<file path="config.mk">
export PLATFORM = sky130hd
export DESIGN_NAME = led_pattern_sequencer_flat
export DESIGN_NICKNAME = d
export VERILOG_FILES = /design/src/rtl/led_seq_pkg.sv /design/src/rtl/led_pattern_sequencer_if.sv /design/src/rtl/led_step_prescaler.sv /design/src/rtl/led_pattern_sequencer.sv /design/src/flat_wrapper.sv
export SDC_FILE = /design/constraint.sdc
export NUM_CORES = 1
export LEC_CHECK = 0
export BUFFER_PORTS_ARGS = -buffer_cell sky130_fd_sc_hd__buf_2
export CORE_UTILIZATION = 40
export DETAILED_ROUTE_END_ITERATION = 6
export PLACE_DENSITY = 0.61
export SLEW_MARGIN = 20
export SYNTH_ARGS = -nofsm -noshare
export SYNTH_HDL_FRONTEND = slang
export SYNTH_SLANG_ARGS = --single-unit
export TNS_END_PERCENT = 10
</file>
<file path="constraint.sdc">
create_clock -name clk -period 3.55 [get_ports clk]
set_clock_uncertainty 0.1 [all_clocks]
set_input_delay 0 -clock clk [delete_from_list [all_inputs] [get_ports clk]]
set_output_delay 0 -clock clk [all_outputs]
set_load 0.01 [all_outputs]
</file>
<file path="src/rtl/led_seq_pkg.sv">
`default_nettype none
// +--------------------------------------------------------------------+
// | led_seq_pkg                                                        |
// | Shared encodings and initial patterns for the LED sequencer.       |
// | Rev 1.0 - initial release                                          |
// +--------------------------------------------------------------------+
package led_seq_pkg;

  localparam int MODE_W  = 3;
  localparam int SPEED_W = 2;
  localparam int LED_W   = 4;

  localparam logic [MODE_W-1:0] MODE_OFF    = 3'd0;
  localparam logic [MODE_W-1:0] MODE_BLINK  = 3'd1;
  localparam logic [MODE_W-1:0] MODE_CHASE  = 3'd2;
  localparam logic [MODE_W-1:0] MODE_BOUNCE = 3'd3;
  localparam logic [MODE_W-1:0] MODE_COUNT  = 3'd4;

  localparam logic [LED_W-1:0] PAT_OFF_INIT    = 4'b0000;
  localparam logic [LED_W-1:0] PAT_BLINK_INIT  = 4'b1111;
  localparam logic [LED_W-1:0] PAT_CHASE_INIT  = 4'b0001;
  localparam logic [LED_W-1:0] PAT_BOUNCE_INIT = 4'b0001;
  localparam logic [LED_W-1:0] PAT_COUNT_INIT  = 4'b0000;
  localparam logic [LED_W-1:0] PAT_BOUNCE_TOP  = 4'b1000;
  localparam logic [LED_W-1:0] PAT_BOUNCE_BOT  = 4'b0001;

  typedef enum logic [0:0] {
    ST_IDLE    = 1'b0,
    ST_PENDING = 1'b1
  } hs_state_t;

  // Reserved modes fall through to the OFF pattern.
  function automatic logic [LED_W-1:0] pattern_init(input logic [MODE_W-1:0] mode);
    case (mode)
      MODE_BLINK:  return PAT_BLINK_INIT;
      MODE_CHASE:  return PAT_CHASE_INIT;
      MODE_BOUNCE: return PAT_BOUNCE_INIT;
      MODE_COUNT:  return PAT_COUNT_INIT;
      default:     return PAT_OFF_INIT;
    endcase
  endfunction

endpackage
`default_nettype wire

</file>
<file path="src/rtl/led_pattern_sequencer_if.sv">
`default_nettype none
// +--------------------------------------------------------------------+
// | led_pattern_sequencer_if                                           |
// | Mode/speed request handshake between upstream logic and sequencer. |
// | Rev 1.0 - initial release                                          |
// +--------------------------------------------------------------------+
interface led_pattern_sequencer_if;
  import led_seq_pkg::*;

  logic [MODE_W-1:0]  mode_in;
  logic [SPEED_W-1:0] speed_in;
  logic               mode_valid;
  logic               mode_ready;

  modport master (
    output mode_in,
    output speed_in,
    output mode_valid,
    input  mode_ready
  );

  modport slave (
    input  mode_in,
    input  speed_in,
    input  mode_valid,
    output mode_ready
  );

endinterface
`default_nettype wire

</file>
<file path="src/rtl/led_step_prescaler.sv">
`default_nettype none
// +--------------------------------------------------------------------+
// | led_step_prescaler                                                 |
// | Step-rate counter with pause gating and registered step_tick.      |
// | Rev 1.0 - initial release                                          |
// +--------------------------------------------------------------------+
module led_step_prescaler
  import led_seq_pkg::*;
#(
  parameter int STEP_DIV = 25_000_000,
  parameter int CNT_W    = $clog2(STEP_DIV)
) (
  input  logic               clk,
  input  logic               rst,
  input  logic               pause,
  input  logic [SPEED_W-1:0] speed,
  output logic               fire,
  output logic               step_tick
);

  logic [CNT_W-1:0] r_cnt;
  logic [CNT_W-1:0] w_terminal;
  logic             r_step_tick;

  assign w_terminal = CNT_W'((STEP_DIV >> speed) - 1);

  // '>=' recovers when a faster speed leaves the count past the new terminal.
  assign fire      = !pause && (r_cnt >= w_terminal);
  assign step_tick = r_step_tick;

  always_ff @(posedge clk or posedge rst) begin
    if (rst) begin
      r_cnt       <= '0;
      r_step_tick <= 1'b0;
    end else if (pause) begin
      r_step_tick <= 1'b0;
    end else if (fire) begin
      r_cnt       <= '0;
      r_step_tick <= 1'b1;
    end else begin
      r_cnt       <= r_cnt + CNT_W'(1);
      r_step_tick <= 1'b0;
    end
  end

endmodule
`default_nettype wire

</file>
<file path="src/rtl/led_pattern_sequencer.sv">
`default_nettype none
// +--------------------------------------------------------------------+
// | led_pattern_sequencer                                              |
// | Drives a 4-LED bank through OFF/BLINK/CHASE/BOUNCE/COUNT patterns, |
// | applying new mode/speed requests on step boundaries.               |
// | Optional: LED_SEQ_PWM_EN adds a brightness input and PWM dimming.  |
// | Rev 1.0 - initial release                                          |
// +--------------------------------------------------------------------+
module led_pattern_sequencer
  import led_seq_pkg::*;
#(
  parameter int STEP_DIV = 25_000_000,
  parameter int CNT_W    = $clog2(STEP_DIV)
) (
  input  logic                     clk,
  input  logic                     rst,
  led_pattern_sequencer_if.slave   req,
  input  logic                     pause,
`ifdef LED_SEQ_PWM_EN
  input  logic [3:0]               brightness,
`endif
  output logic                     step_tick,
  output logic [LED_W-1:0]         led
);

  hs_state_t          r_state;
  hs_state_t          w_state_next;
  logic               w_ready;
  logic               w_accept;
  logic               w_apply;
  logic               w_fire;

  logic [MODE_W-1:0]  r_pend_mode;
  logic [SPEED_W-1:0] r_pend_speed;
  logic [MODE_W-1:0]  r_mode;
  logic [SPEED_W-1:0] r_speed;
  logic [LED_W-1:0]   r_pattern;
  logic [LED_W-1:0]   w_pat_next;
  logic               r_dir_up;
  logic               w_dir_next;

  led_step_prescaler #(
    .STEP_DIV (STEP_DIV),
    .CNT_W    (CNT_W)
  ) u_prescaler (
    .clk       (clk),
    .rst       (rst),
    .pause     (pause),
    .speed     (r_speed),
    .fire      (w_fire),
    .step_tick (step_tick)
  );

  always_ff @(posedge clk or posedge rst) begin
    if (rst) r_state <= ST_IDLE;
    else     r_state <= w_state_next;
  end

  always_comb begin
    w_state_next = r_state;
    w_ready      = 1'b0;
    w_accept     = 1'b0;
    w_apply      = 1'b0;
    case (r_state)
      ST_IDLE: begin
        w_ready = 1'b1;
        if (req.mode_valid) begin
          w_accept     = 1'b1;
          w_state_next = ST_PENDING;
        end
      end
      ST_PENDING: begin
        if (w_fire) begin
          w_apply      = 1'b1;
          w_state_next = ST_IDLE;
        end
      end
      default: w_state_next = ST_IDLE;
    endcase
  end

  assign req.mode_ready = w_ready;

  // An apply step loads the new initial pattern instead of advancing.
  always_comb begin
    w_pat_next = r_pattern;
    w_dir_next = r_dir_up;
    if (w_apply) begin
      w_pat_next = pattern_init(r_pend_mode);
      w_dir_next = 1'b1;
    end else if (w_fire) begin
      case (r_mode)
        MODE_BLINK: w_pat_next = ~r_pattern;
        MODE_CHASE: w_pat_next = {r_pattern[LED_W-2:0], r_pattern[LED_W-1]};
        MODE_BOUNCE: begin
          if (r_dir_up) begin
            if (r_pattern == PAT_BOUNCE_TOP) begin
              w_pat_next = r_pattern >> 1;
              w_dir_next = 1'b0;
            end else begin
              w_pat_next = r_pattern << 1;
            end
          end else begin
            if (r_pattern == PAT_BOUNCE_BOT) begin
              w_pat_next = r_pattern << 1;
              w_dir_next = 1'b1;
            end else begin
              w_pat_next = r_pattern >> 1;
            end
          end
        end
        MODE_COUNT: w_pat_next = r_pattern + 4'd1;
        default:    w_pat_next = PAT_OFF_INIT;
      endcase
    end
  end

  always_ff @(posedge clk or posedge rst) begin
    if (rst) begin
      r_pend_mode  <= MODE_OFF;
      r_pend_speed <= '0;
      r_mode       <= MODE_OFF;
      r_speed      <= '0;
      r_pattern    <= PAT_OFF_INIT;
      r_dir_up     <= 1'b1;
    end else begin
      r_pattern <= w_pat_next;
      r_dir_up  <= w_dir_next;
      if (w_accept) begin
        r_pend_mode  <= req.mode_in;
        r_pend_speed <= req.speed_in;
      end
      if (w_apply) begin
        r_mode  <= r_pend_mode;
        r_speed <= r_pend_speed;
      end
    end
  end

`ifdef LED_SEQ_PWM_EN
  logic [3:0] r_pwm_cnt;

  always_ff @(posedge clk or posedge rst) begin
    if (rst) r_pwm_cnt <= 4'd0;
    else     r_pwm_cnt <= r_pwm_cnt + 4'd1;
  end

  assign led = r_pattern & {LED_W{r_pwm_cnt < brightness}};
`else
  assign led = r_pattern;
`endif

endmodule
`default_nettype wire

</file>
<file path="src/flat_wrapper.sv">
// flat-port wrapper written by rule: the top's interface ports become plain ports
module led_pattern_sequencer_flat import led_seq_pkg::*;
#(
  parameter int STEP_DIV = 25_000_000,
  parameter int CNT_W    = $clog2(STEP_DIV)
)
  (clk, rst, pause, step_tick, led, req_mode_in, req_speed_in, req_mode_valid, req_mode_ready);
  led_pattern_sequencer_if req_i ();
  input  logic clk;
  input  logic rst;
  input  logic pause;
  output logic step_tick;
  output logic [LED_W-1:0] led;
  input wire logic [$bits(req_i.mode_in)-1:0] req_mode_in;
  input wire logic [$bits(req_i.speed_in)-1:0] req_speed_in;
  input wire logic [$bits(req_i.mode_valid)-1:0] req_mode_valid;
  output wire logic [$bits(req_i.mode_ready)-1:0] req_mode_ready;
  assign req_i.mode_in = req_mode_in;
  assign req_i.speed_in = req_speed_in;
  assign req_i.mode_valid = req_mode_valid;
  assign req_mode_ready = req_i.mode_ready;
  led_pattern_sequencer #(.STEP_DIV(STEP_DIV), .CNT_W(CNT_W)) u_core (.clk(clk), .rst(rst), .req(req_i), .pause(pause), .step_tick(step_tick), .led(led));
endmodule
</file>
---- Word-level counts from Yosys, hierarchy flattened ----
Cells that the tools add are included.
word-level totals
  word-level logic and storage cells ...... 53
  bits of input ports ..................... 9
  output and inout bits ................... 6
  bits in registers ....................... 42
operators by class
  $add $sub $neg .......................... 3
  equality and inequality tests ........... 9
  reduce and logical (&&, ||, !) cells .... 6
  shifts and indexed selects .............. 1
  multiplexer cells ....................... 22
  bitwise operators ....................... 2
  $lt $le $gt $ge ......................... 1
operator list
  operator               count
  $add 25x1->25 const B  1
  $ge 25x25->1           1
  $mux 25                1
  $shr 25x2->25 const A  1
  $sub 25x2->25 const B  1
  $mux 4                 5
  $pmux 4 s4             1
  $mux 1                 13
  $eq 3x2->1 const B     4
  $pmux 4 s2             1
  $eq 3x1->1 const B     2
  $add 4x1->4 const B    1
  $eq 4x1->1 const B     1
  $eq 4x4->1 const B     1
  $not 4->4              1
  $reduce_bool 2->1      2
  $eq 3x3->1 const B     1
  $pmux 1 s2             1
  $reduce_and 2->1       1
  $reduce_or 2->1        1
  $logic_and 1x1->1      1
  $logic_not 1->1        1
  $not 1->1              1

---- Depth between registers and ports, before layout ----
Gate-level depths: netlist of run 1.
  depth in word-level cells ............... 8
  depth in mapped cells ................... 12
  depth with buffers taken out ............ 10

---- By module ----
Synthesis of run 1 repeated with hierarchy kept, for this count alone.
second synthesis, totals
  cells, all modules ...................... 307
  area total of the unflattened synthesis .. 2855.2 um2
modules (own cells, without submodules)
  module                 cells each  area each (um2)  seq. area each (um2)  instances
  led_step_prescaler     222         1928.1           650.6                 1
  led_pattern_sequencer  85          927.1            401.6                 1

---- Worst setup path before layout of run 1 ----
OpenSTA, ideal clock, no wires.
  kind .................................... reg-to-reg
  from .................................... reg u_core.r_speed[1]
  to ...................................... reg u_core.r_pattern[1], in the netlist u_core.led[1]
  buffers on the path ..................... 1
  library setup time ...................... 125 ps
  arrival time ............................ 2389 ps
  period minus slack after synthesis ...... 2614 ps
  path slack .............................. 936 ps
  cell stages (with the launch flop) ...... 12
  cells stage by stage .................... dfrtp_1 -> inv_1 -> nor2_1 -> inv_1 -> ha_1 -> nand2_1 -> nor3_1 -> a21oi_1 -> o41ai_4 -> o21a_1 -> buf_6 -> mux2_4
on the way
  cells in the longest elaborated chain, start to end .. 7
  elaborated cells on any way between the ends .. 8
  those cells by class .................... 1 x add/sub; 1 x order compare; 1 x shift; 3 x mux; 2 x reduce/logical
RTL lines
  what                                                line                          text
  start: declaration                                  led_pattern_sequencer.sv:36   logic [SPEED_W-1:0] r_speed;
  start signal: assignment                            led_pattern_sequencer.sv:135  r_speed <= r_pend_speed;
  $shr 25x2->25 *                                     led_step_prescaler.sv:25      assign w_terminal = CNT_W'((STEP_DIV >> speed) - 1);
  $sub 25x2->25 *                                     led_step_prescaler.sv:25
  $ge 25x25->1 *                                      led_step_prescaler.sv:28      assign fire = !pause && (r_cnt >= w_terminal);
  $logic_and 1x1->1 *                                 led_step_prescaler.sv:28
  $mux 1                                              led_pattern_sequencer.sv:73   if (w_fire) begin
  $mux 1                                              led_pattern_sequencer.sv:64   case (r_state)
  $mux 4 / $reduce_bool 2->1 (equally long branches)  --
  end signal: assignment                              led_pattern_sequencer.sv:127  r_pattern <= w_pat_next;
  end: declaration                                    led_pattern_sequencer.sv:37   logic [LED_W-1:0] r_pattern;
Mark *: on every way between the ends. The rest lies on a longest branch, timed or not.
A chain may end at the register's enable or synchronous reset.

---- Worst setup path after layout of run 1 ----
  from .................................... reg u_core.r_speed[1]
  to ...................................... reg u_core.r_pattern[2], in the netlist u_core.led[2]
The elaborated chain is that of the path after synthesis.

==> results of run 1 <==
==> area by class of cell <==
cell class / count / area, sq um
fill: 618 / 3390
multi-input combinational: 218 / 1560
sequential: 42 / 1050
timing repair buffer: 26 / 180
tap: 77 / 96.3
clock buffer: 5 / 68.8
inverter: 18 / 67.6
clock inverter: 3 / 45.0
==> state kept, by name (all words and copies together), names as in the netlist <==
| name | count |
|---|---|
| u_core.r_dir_up | 1 |
| u_core.r_speed | 2 |
| u_core.led | 4 |
| u_core.r_pend_mode | 3 |
| u_core.r_state | 1 |
| u_core.u_prescaler.step_tick | 1 |
| u_core.r_mode | 3 |
| u_core.u_prescaler.r_cnt | 25 |
| u_core.r_pend_speed | 2 |
==> metal layers <==
| metal | global-route usage [%] | share of wire, % | vias up |
|---|---|---|---|
| li1 | - | - | 1039 |
| met5 | 0 | 0 | - |
| met1 | 22.0 | 50 | 960 |
| met3 | 3.54 | 3.5 | 9 |
| met2 | 26.5 | 45 | 34 |
| met4 | 6.11 | 1.8 | 0 |
==> report_power, final <==
part	switching (mW)	internal (mW)
clock network	0.182	0.209
logic	0.0478	0.0523
registers	0.0397	0.510
total	0.270	0.771
==> through the flow <==
stage               setup WS (ns)  util [%]  instance area [sq um]
floorplan                   0.936         -                   2720
CTS                         0.565      47.5                   3070
global route                0.336      47.5                   3070
finish                      0.610      47.5                   3070
global placement            0.735      44.5                   2870
detailed placement          0.556      44.5                   2870
==> repair_timing <==
item	4_1_cts	5_1_grt
endpoints found under the hold margin	49	0
hold buffers	8	0
setup endpoints to repair	0	0
==> cell usage in the layout, fill, tap and decap left out, drive strengths merged, types with 5 or more instances in the layout <==
cell         synthesis  final
dfrtp               41     41
nor2                40     40
ha                  23     23
nand2               20     20
buf                  3     18
inv                 18     17
o21ai               13     13
xor2                13     13
xnor2               12     12
mux2                12     12
nand3               10     10
a21oi                9      9
nor3                 8      8
dlygate4sd3          0      8
and3                 5      5
nand4                5      5
clkbuf               3      5
nand2b               5      5
==> cells by family (layout without fill, tap and decap cells) <==
kind of cell | count (synthesis) | after routing
buffers and inverters | 24 | 52
and+or+nand+nor | 107 | 107
AOI/OAI and AO/OA | 44 | 44
DFF | 42 | 42
muxes | 15 | 15
other | 2 | 4
adders and majority gates | 23 | 23
xor gates and xnor gates | 25 | 25
==> critical path, cell delays in order (launching register included) <==
cell and delay, ns:
dfrtp_1 0.48, inv_1 0.12, nor2_1 0.24, inv_1 0.08, ha_1 0.29, nand2_1 0.07
nor3_1 0.13, a21oi_1 0.13, o41ai_4 0.48, o21a_1 0.33, buf_4 0.23, mux2i_1 0.19
==> final timing paths <==
check | start | to | slack, ns | depth (start not counted)
setup / recovery | u_core.r_speed[1] | u_core.led[2] | 0.61 | 11
hold reg to reg | u_core.r_pend_speed[0] | u_core.r_speed[0] | 0.41 | 1
max in group asynchronous | rst | u_core.u_prescaler.r_cnt[7] | 2.71 | 4
min in group clk | req_mode_in[2] | u_core.r_pend_mode[2] | 0.36 | 3
hold / removal | rst | u_core.led[3] | 0.25 | 4
setup reg to reg | u_core.r_speed[1] | u_core.led[2] | 0.61 | 11
==> summary.txt, run 1 <==
PD cells - 339 nW/um^2
Core area - 6460 sq um
Top cells by count, synth - dfrtp_1, nor2_1, ha_1
Most frequent cell after synthesis - dfrtp_1
Mean Syn Cell Area - 9.60 sq um
Vias in the first global route - 1924
Sink Count - 42
Global-route wire length before repair - 9.23 mm
Via count - 2042
Top_reg_cell synth - dfrtp_1
Gate Count Post-Synth - 282
DR pass1 iterations - 4
Detailed-placement wirelength estimate - 4.04 mm
Setup TNS - 0 ns
Worst Path Max Fanout - 10
Vias per inst - 5.25
Slew HR - 56.9%
Area Overhead vs Synth - 13.3%
Crit path DAT - 3.07 ns
CTS tree - yes
Power consumption - 1.04 mW
Die area - 7100 sq um
Top-area cell type share of the netlist area - 37.9%
Peak supply drop - 0.186 mV
Bufs on Longest Clock Path - 2
Die X - 84.3 microns
Post-CTS sizing - 0
Warnings from Yosys - 0
Clock Latency Late Sink - 0.30 ns
Leak Pwr - 1.46 nW
Post-DRT Antenna Nets - 0
Worst Hold Class - in2async
Post-placement cell count - 373
Iter 0 DRT Violations - 78
Fmax - 340 MHz
Final Setup Violations - 0
Non-filler cells, final - 389
Post-synth ARST share - 100%
Critical Path Sink Type - flop
Number of max-cap violations - 0
Yosys top cell by area - dfrtp_1
Initial antenna violation count - 0
Nets - 343
Drt wl/cell - 13.8 microns
RD Place Congestion - 0.835
Top cells by area, synth - dfrtp_1, ha_1, nor2_1
Share of post-route cells with drive strength above 1 - 12.8%
Pin count of the biggest net entering global routing - 43
Post-synthesis simple-gate area fraction - 19.4%
Final Routed Wirelength - 5.38 mm
Largest family of logic cells by synthesized area - simple AND/OR/NAND/NOR gates
Synth Area in Compound Gates - 12.1%
Slew Limit Fails - 0
Hold_ws - 0.247 ns
Overall routing resource usage - 16.5%
Synth cell types - 51
Global route overflow - 0
Seq cells post-synth - 42
Final Cycle Share - 82.8%
Post-synthesis xor/xnor area fraction - 8.64%
Port buffer count - 14
Status - completed
Synth Area in Adders - 10.6%
Post-synthesis mux area share - 6.24%
CP Launch Type - flop
RSZ-0062 raised after global routing - no
Post-synth EDFFs - 0
Crit path required time - 3.68 ns
Worst-path clk slew - 0.09 ns
Minimum clock period - 2.94 ns
Worst slew pin tran - 0.641 ns
Syn Std Cell Area - 2710 sq um
Critical path class - reg2reg
Root Buffer Master - clkbuf_8
ANT cells - 0
Num CTS Buffers - 5
Remaining DRCs - 0
Sequential share of the synthesized area - 38.9%
Final hold violations - 0
CTS H-tree lvls - 2
Post-CTS setup buffer count - 0
Num ports - 15
Starting Density - 41.9%
Vert. Die Dim - 84.3 microns
Number of placement rows - 29
Power figures use the tool's default switching activity.
==> inputs of run 2 (changes only) <==
==> constraint.sdc (replaced) <==
create_clock -name clk -period 2.74 [get_ports clk]
set_clock_uncertainty 0.1 [all_clocks]
set_input_delay 0 -clock clk [delete_from_list [all_inputs] [get_ports clk]]
set_output_delay 0 -clock clk [all_outputs]
set_load 0.01 [all_outputs]
==> run 2 against run 1 <==
  * Cell area is 3.9% higher
  * Critical path depth unchanged
  * Flip-flop and latch count stayed put
  * Utilization increased by 1.9 points
  * Global-route usage up 1.0 points
  * Clock power rose by 28%
  * Final cell count up 1.8%
  * Via count is 1.6% higher
  * Register-to-register slack worse by 0.50 ns
  * Critical path type unchanged
==> summary.txt, run 2 (synthesis results as in run 1) <==
Status - completed
Peak supply drop - 0.256 mV (+37%)
CTS tree - yes
CTS H-tree lvls - 2 (unchanged)
CP Cell Sequence - inv_2 > buf_4 > nand2_1 > ha_4 > nand3_2 > inv_1 > a311oi_4 > o41ai_4 > buf_4 > o211ai_4 > mux2_1
Via count - 2075 (+1.6%)
Cell repeated most along the worst path - buf_4
Critical path class - reg2reg
Hold_ws - 0.175 ns (-0.0720 ns)
Vias per inst - 5.24 (-0.18%)
Slew Limit Fails - 0 (unchanged)
Remaining DRCs - 0 (unchanged)
Drt wl/cell - 13.9 microns (+0.66%)
Minimum clock period - 2.63 ns (-0.314 ns)
Power consumption - 1.35 mW (+29%)
Final Routed Wirelength - 5.52 mm (+2.5%)
Initial antenna violation count - 0 (unchanged)
Worst-path clk slew - 0.08 ns (about the same)
Critical Path Sink Type - flop
Crit path required time - 2.83 ns (-0.85 ns)
Sink Count - 42 (unchanged)
Pin count of the biggest net entering global routing - 23 (-47%)
Detailed-placement wirelength estimate - 4.08 mm (+1.0%)
Final Setup Violations - 0 (unchanged)
Global route overflow - 0 (unchanged)
Vias in the first global route - 2147 (+12%)
Nets - 350 (+2.0%)
Global-route wire length before repair - 9.88 mm (+7.1%)
Crit path DAT - 2.72 ns (-0.35 ns)
RD Place Congestion - 0.876 (+4.9%)
DR pass1 iterations - 4 (unchanged)
Num CTS Buffers - 5 (unchanged)
Root Buffer Master - clkbuf_8
Overall routing resource usage - 17.5% (+1.0 points)
Number of max-cap violations - 0 (unchanged)
CP Launch Type - flop
Clock Latency Late Sink - 0.30 ns (about the same)
Max reg flops - 25 (unchanged)
Crit-path max cell delay - 0.40 ns (-0.08 ns)
Leak Pwr - 1.52 nW (+4.1%)
Most frequent cells in the layout - dfrtp_1, nor2_1, ha_1
Worst Hold Class - in2async
Crit-path leading delay family - compound AO/OA/AOI/OAI gates
CP Buf/Inv Count - 4 (+1)
ANT cells - 0 (unchanged)
Worst slew pin tran - 0.757 ns (+0.115 ns)
Slowest stage cell on the critical path - dfrtp_1
Bufs on Longest Clock Path - 2 (unchanged)
Num ports - 15 (unchanged)
Area Overhead vs Synth - 17.7%
Vert. Die Dim - 84.3 microns (unchanged)
Fmax - 381 MHz (+12%)
Slew HR - 49.2% (-7.7 points)
Port buffer count - 14 (unchanged)
Largest Register - u_core.u_prescaler.r_cnt
Final Cycle Share - 95.8% (+13 points)
Number of placement rows - 29 (unchanged)
RSZ-0062 raised after global routing - yes
Post-DRT Antenna Nets - 0 (unchanged)
Worst Path Max Fanout - 6 (-4)
Share of post-route cells with drive strength above 1 - 19.1% (+6.3 points)
Iter 0 DRT Violations - 73 (-6.4%)
Commonest non-fill, non-tap cell in the layout - dfrtp_1
Die X - 84.3 microns (unchanged)
Starting Density - 41.9% (unchanged)
Final hold violations - 0 (unchanged)
Die area - 7100 sq um (unchanged)
Core area - 6460 sq um (unchanged)
PD cells - 422 nW/um^2 (+24%)
==> run 2: cell count changes in the layout (fill, tap and decap cells not counted), sizes merged <==
cell	delta
buf	+7
==> run 2: what timing repair did <==
| action | CTS | global route |
|---|---|---|
| resized for setup | 0 | 18 |
| buffers inserted | 0 | 2 |
| endpoints found under the hold margin | 28 | 0 |
| hold buffers | 8 | 0 |
| endpoints found under the setup margin | 0 | 32 |
==> run 2: power by group <==
part           internal [mW]  switching [mW]  total, mW
Combinational         0.0679          0.0610      0.129
Clock                  0.271           0.231      0.503
Sequential             0.660          0.0538      0.714
Total                  0.999           0.346       1.35
==> run 2: area by class of cell <==
class                      count  area [sq um]
clock buffer                   5          68.8
clock inverter                 3          45.0
fill                         607          3270
inverter                      18          67.6
multi-input combinational    218          1630
sequential                    42          1050
tap                           77          96.3
timing repair buffer          33           233
==> run 2: final timing paths <==
| path | slack, ns | endpoint | from | cells past startpoint |
|---|---|---|---|---|
| setup / recovery | 0.11 | u_core.r_speed[1] | u_core.r_speed[1] | 11 |
| hold / removal | 0.18 | u_core.led[2] | rst | 3 |
| setup reg to reg | 0.11 | u_core.r_speed[1] | u_core.r_speed[1] | 11 |
| hold reg to reg | 0.40 | u_core.r_speed[1] | u_core.r_pend_speed[1] | 1 |
| max in group asynchronous | 1.61 | u_core.r_dir_up | rst | 4 |
| min in group clk | 0.35 | u_core.r_state | req_mode_valid | 3 |
==> run 2: worst register-to-register path: stages, from the launching register on <==
cell and delay (ns):
dfrtp_1 0.40, inv_2 0.10, buf_4 0.12, nand2_1 0.10, ha_4 0.24, nand3_2 0.10, inv_1 0.08, a311oi_4 0.33
o41ai_4 0.15, buf_4 0.17, o211ai_4 0.29, mux2_1 0.35
==> run 2: per-layer routing <==
metal / vias up / share of wire (%) / track usage, %
met5: - / 0 / 0
met4: 0 / 2.0 / 6.43
met3: 11 / 1.8 / 2.95
met2: 22 / 48 / 30.1
met1: 999 / 48 / 22.2
li1: 1043 / - / -
==> run 2: metrics by stage <==
step                TNS, ns  instance area (sq um)  utilization (%)  worst slack (ns)  instances
floorplan                 0                   2720                -             0.126        284
global placement          0                   2910             45.1             0.159        378
detailed placement        0                   2910             45.1            0.0866        378
CTS                       0                   3110             48.1            0.0862        394
global route        -0.0692                   3190             49.4           -0.0234        396
finish                    0                   3190             49.4             0.114        396
==> inputs of run 3 (changes only) <==
==> constraint.sdc (replaced) <==
create_clock -name clk -period 2.49 [get_ports clk]
set_clock_uncertainty 0.1 [all_clocks]
set_input_delay 0 -clock clk [delete_from_list [all_inputs] [get_ports clk]]
set_output_delay 0 -clock clk [all_outputs]
set_load 0.01 [all_outputs]
==> run 3 against run 2 <==
  * Highest routed layer unchanged
  * Critical path type unchanged
  * The run now ends with DRC left
  * Largest power group unchanged
  * Critical path depth did not move
  * Hold slack improved by 0.084 ns
  * Sequential power rose by 8.3%
  * Utilization rose by 3.5 points
==> summary.txt, run 3 (synthesis results as in run 1) <==
Worst-path clk slew - 0.09 ns (about the same)
Worst slew pin tran - 0.523 ns (-0.233 ns)
Num CTS Buffers - 5 (unchanged)
Min setup slack post-route - 0.00122 ns (-0.113 ns)
Remaining DRCs - 2 (+2)
Leak Pwr - 1.59 nW (+4.8%)
Pre-CTS setup slack - -0.213 ns (-0.299 ns)
Root Buffer Master - clkbuf_8
Sink Count - 42 (unchanged)
Commonest non-fill, non-tap cell in the layout - dfrtp_1
Max reg flops - 25 (unchanged)
Final hold violations - 0 (unchanged)
Via count - 2168 (+4.5%)
Slew HR - 64.8% (+16 points)
Peak supply drop - 0.291 mV (+14%)
Die area - 7100 sq um (unchanged)
Critical path class - reg2reg
Port buffer count - 14 (unchanged)
Minimum clock period - 2.49 ns (-0.137 ns)
Largest Register - u_core.u_prescaler.r_cnt
Worst Hold Class - in2async
RD Place Congestion - 0.865 (-1.3%)
Global-route wire length before repair - 10.0 mm (+1.4%)
Starting Density - 41.9% (unchanged)
Overall routing resource usage - 17.9% (+0.41 points)
GR met1 Demand/Resource - 22.3% (+0.13 points)
Final Cycle Share - 100% (+4.1 points)
Failing checks - DRC
Core area - 6460 sq um (unchanged)
Area Overhead vs Synth - 26.1%
RSZ-0062 raised after global routing - yes
Vias in the first global route - 2168 (+0.98%)
Post-route cell area - 3410 sq um (+7.1%)
Num ports - 15 (unchanged)
CTS tree - yes
Bufs on Longest Clock Path - 2 (unchanged)
Status - finished, violations left
Share of post-route cells with drive strength above 1 - 27.8% (+8.6 points)
Nets - 366 (+4.6%)
Post-DRT Antenna Nets - 0 (unchanged)
Number of max-cap violations - 0 (unchanged)
Fmax - 402 MHz (+5.5%)
Vias per inst - 5.26 (+0.42%)
Detailed-placement wirelength estimate - 4.02 mm (-1.5%)
CTS H-tree lvls - 2 (unchanged)
Slew Limit Fails - 0 (unchanged)
Power consumption - 1.39 mW (+3.2%)
CP Launch Type - flop
DR pass1 iterations - 6 (+2)
Clock Latency Late Sink - 0.30 ns (about the same)
Pin count of the biggest net entering global routing - 43 (+87%)
Worst Path Max Fanout - 6 (unchanged)
Critical Path Sink Type - flop
Crit path DAT - 2.58 ns (-0.14 ns)
Number of placement rows - 29 (unchanged)
Iter 0 DRT Violations - 95 (+30%)
ANT cells - 0 (unchanged)
Global route overflow - 0 (unchanged)
Most frequent cells in the layout - dfrtp_1, nor2_1, buf_4
Crit path required time - 2.59 ns (-0.24 ns)
PD cells - 407 nW/um^2 (-3.7%)
Initial antenna violation count - 0 (unchanged)
Drt wl/cell - 13.9 microns (about the same)
Vert. Die Dim - 84.3 microns (unchanged)
Met2 Resource Use GR - 31.0% (+0.89 points)
Final Routed Wirelength - 5.74 mm (+4.1%)
Util after Layout - 52.9% (+3.5 points)
Routing usage on met3 - 2.95% (unchanged)
Grt peak-use layer - met2
Die X - 84.3 microns (unchanged)
Final Setup Violations - 0 (unchanged)
Area after DPL - 3020 sq um (+3.7%)
-- run 3: worst max-delay path, stage by stage, from the launching register on --
cell and delay (ns):
dfrtp_1 0.42, buf_6 0.15, nand2_4 0.07, buf_6 0.10, inv_4 0.03, ha_4 0.25, and3_4 0.19, nand2_4 0.06
o41ai_4 0.43, o211ai_2 0.12, buf_6 0.17, mux2_4 0.30
-- run 3: path summary, 6_finish.rpt --
check	start	end	slack, ns	depth (start not counted)
setup / recovery	u_core.r_speed[0]	u_core.r_mode[0]	0.001	11
hold / removal	rst	u_core.u_prescaler.r_cnt[20]	0.26	4
setup reg to reg	u_core.r_speed[0]	u_core.r_mode[0]	0.001	11
hold reg to reg	u_core.r_pend_speed[1]	u_core.r_pend_speed[1]	0.43	1
max in group asynchronous	rst	u_core.r_speed[1]	1.65	4
min in group clk	req_mode_in[0]	u_core.r_pend_mode[0]	0.35	3
-- run 3: per-layer routing --
layer / wire (microns) / vias up / part of all wire, %
li1: - / 1082 / -
met3: 167 / 9 / 2.9
met4: 99 / 0 / 1.7
met2: 2860 / 33 / 50
met5: 0 / - / 0
met1: 2610 / 1044 / 46
-- run 3: where the power goes --
group	total [mW]	switching [mW]	leakage, nW	internal [mW]
Clock	0.451	0.254	0.0441	0.197
Combinational	0.164	0.0795	1.01	0.0849
Sequential	0.773	0.0462	0.538	0.727
Total	1.39	0.379	1.59	1.01
-- run 3: metrics by stage --
step | setup TNS (ns) | hold WS (ns) | cells
4_1_cts | 0 | 0.296 | 411
5_1_grt | -1.03 | 0.317 | 412
3_3_place_gp | -2.20 | 0.0639 | 392
2_1_floorplan | 0 | 0.0170 | 284
6_report | 0 | 0.259 | 412
3_5_place_dp | -3.89 | 0.0670 | 392
-- run 3: cell type report --
cell class / instances / area (sq um)
Sequential cell: 42 / 1050
Fill cell: 600 / 3040
Clock buffer: 5 / 68.8
Multi-Input combinational cell: 218 / 1730
Timing Repair Buffer: 49 / 368
Inverter: 18 / 72.6
Clock inverter: 3 / 21.3
Tap cell: 77 / 96.3
-- run 3: what timing repair did --
action                                  CTS  global route
gates resized for setup                  26            14
gates cloned                              0             0
setup buffers                             3             1
pin swaps                                 7             7
hold endpoints to repair                 49             0
endpoints found under the setup margin   37            37
hold buffers                              8             0
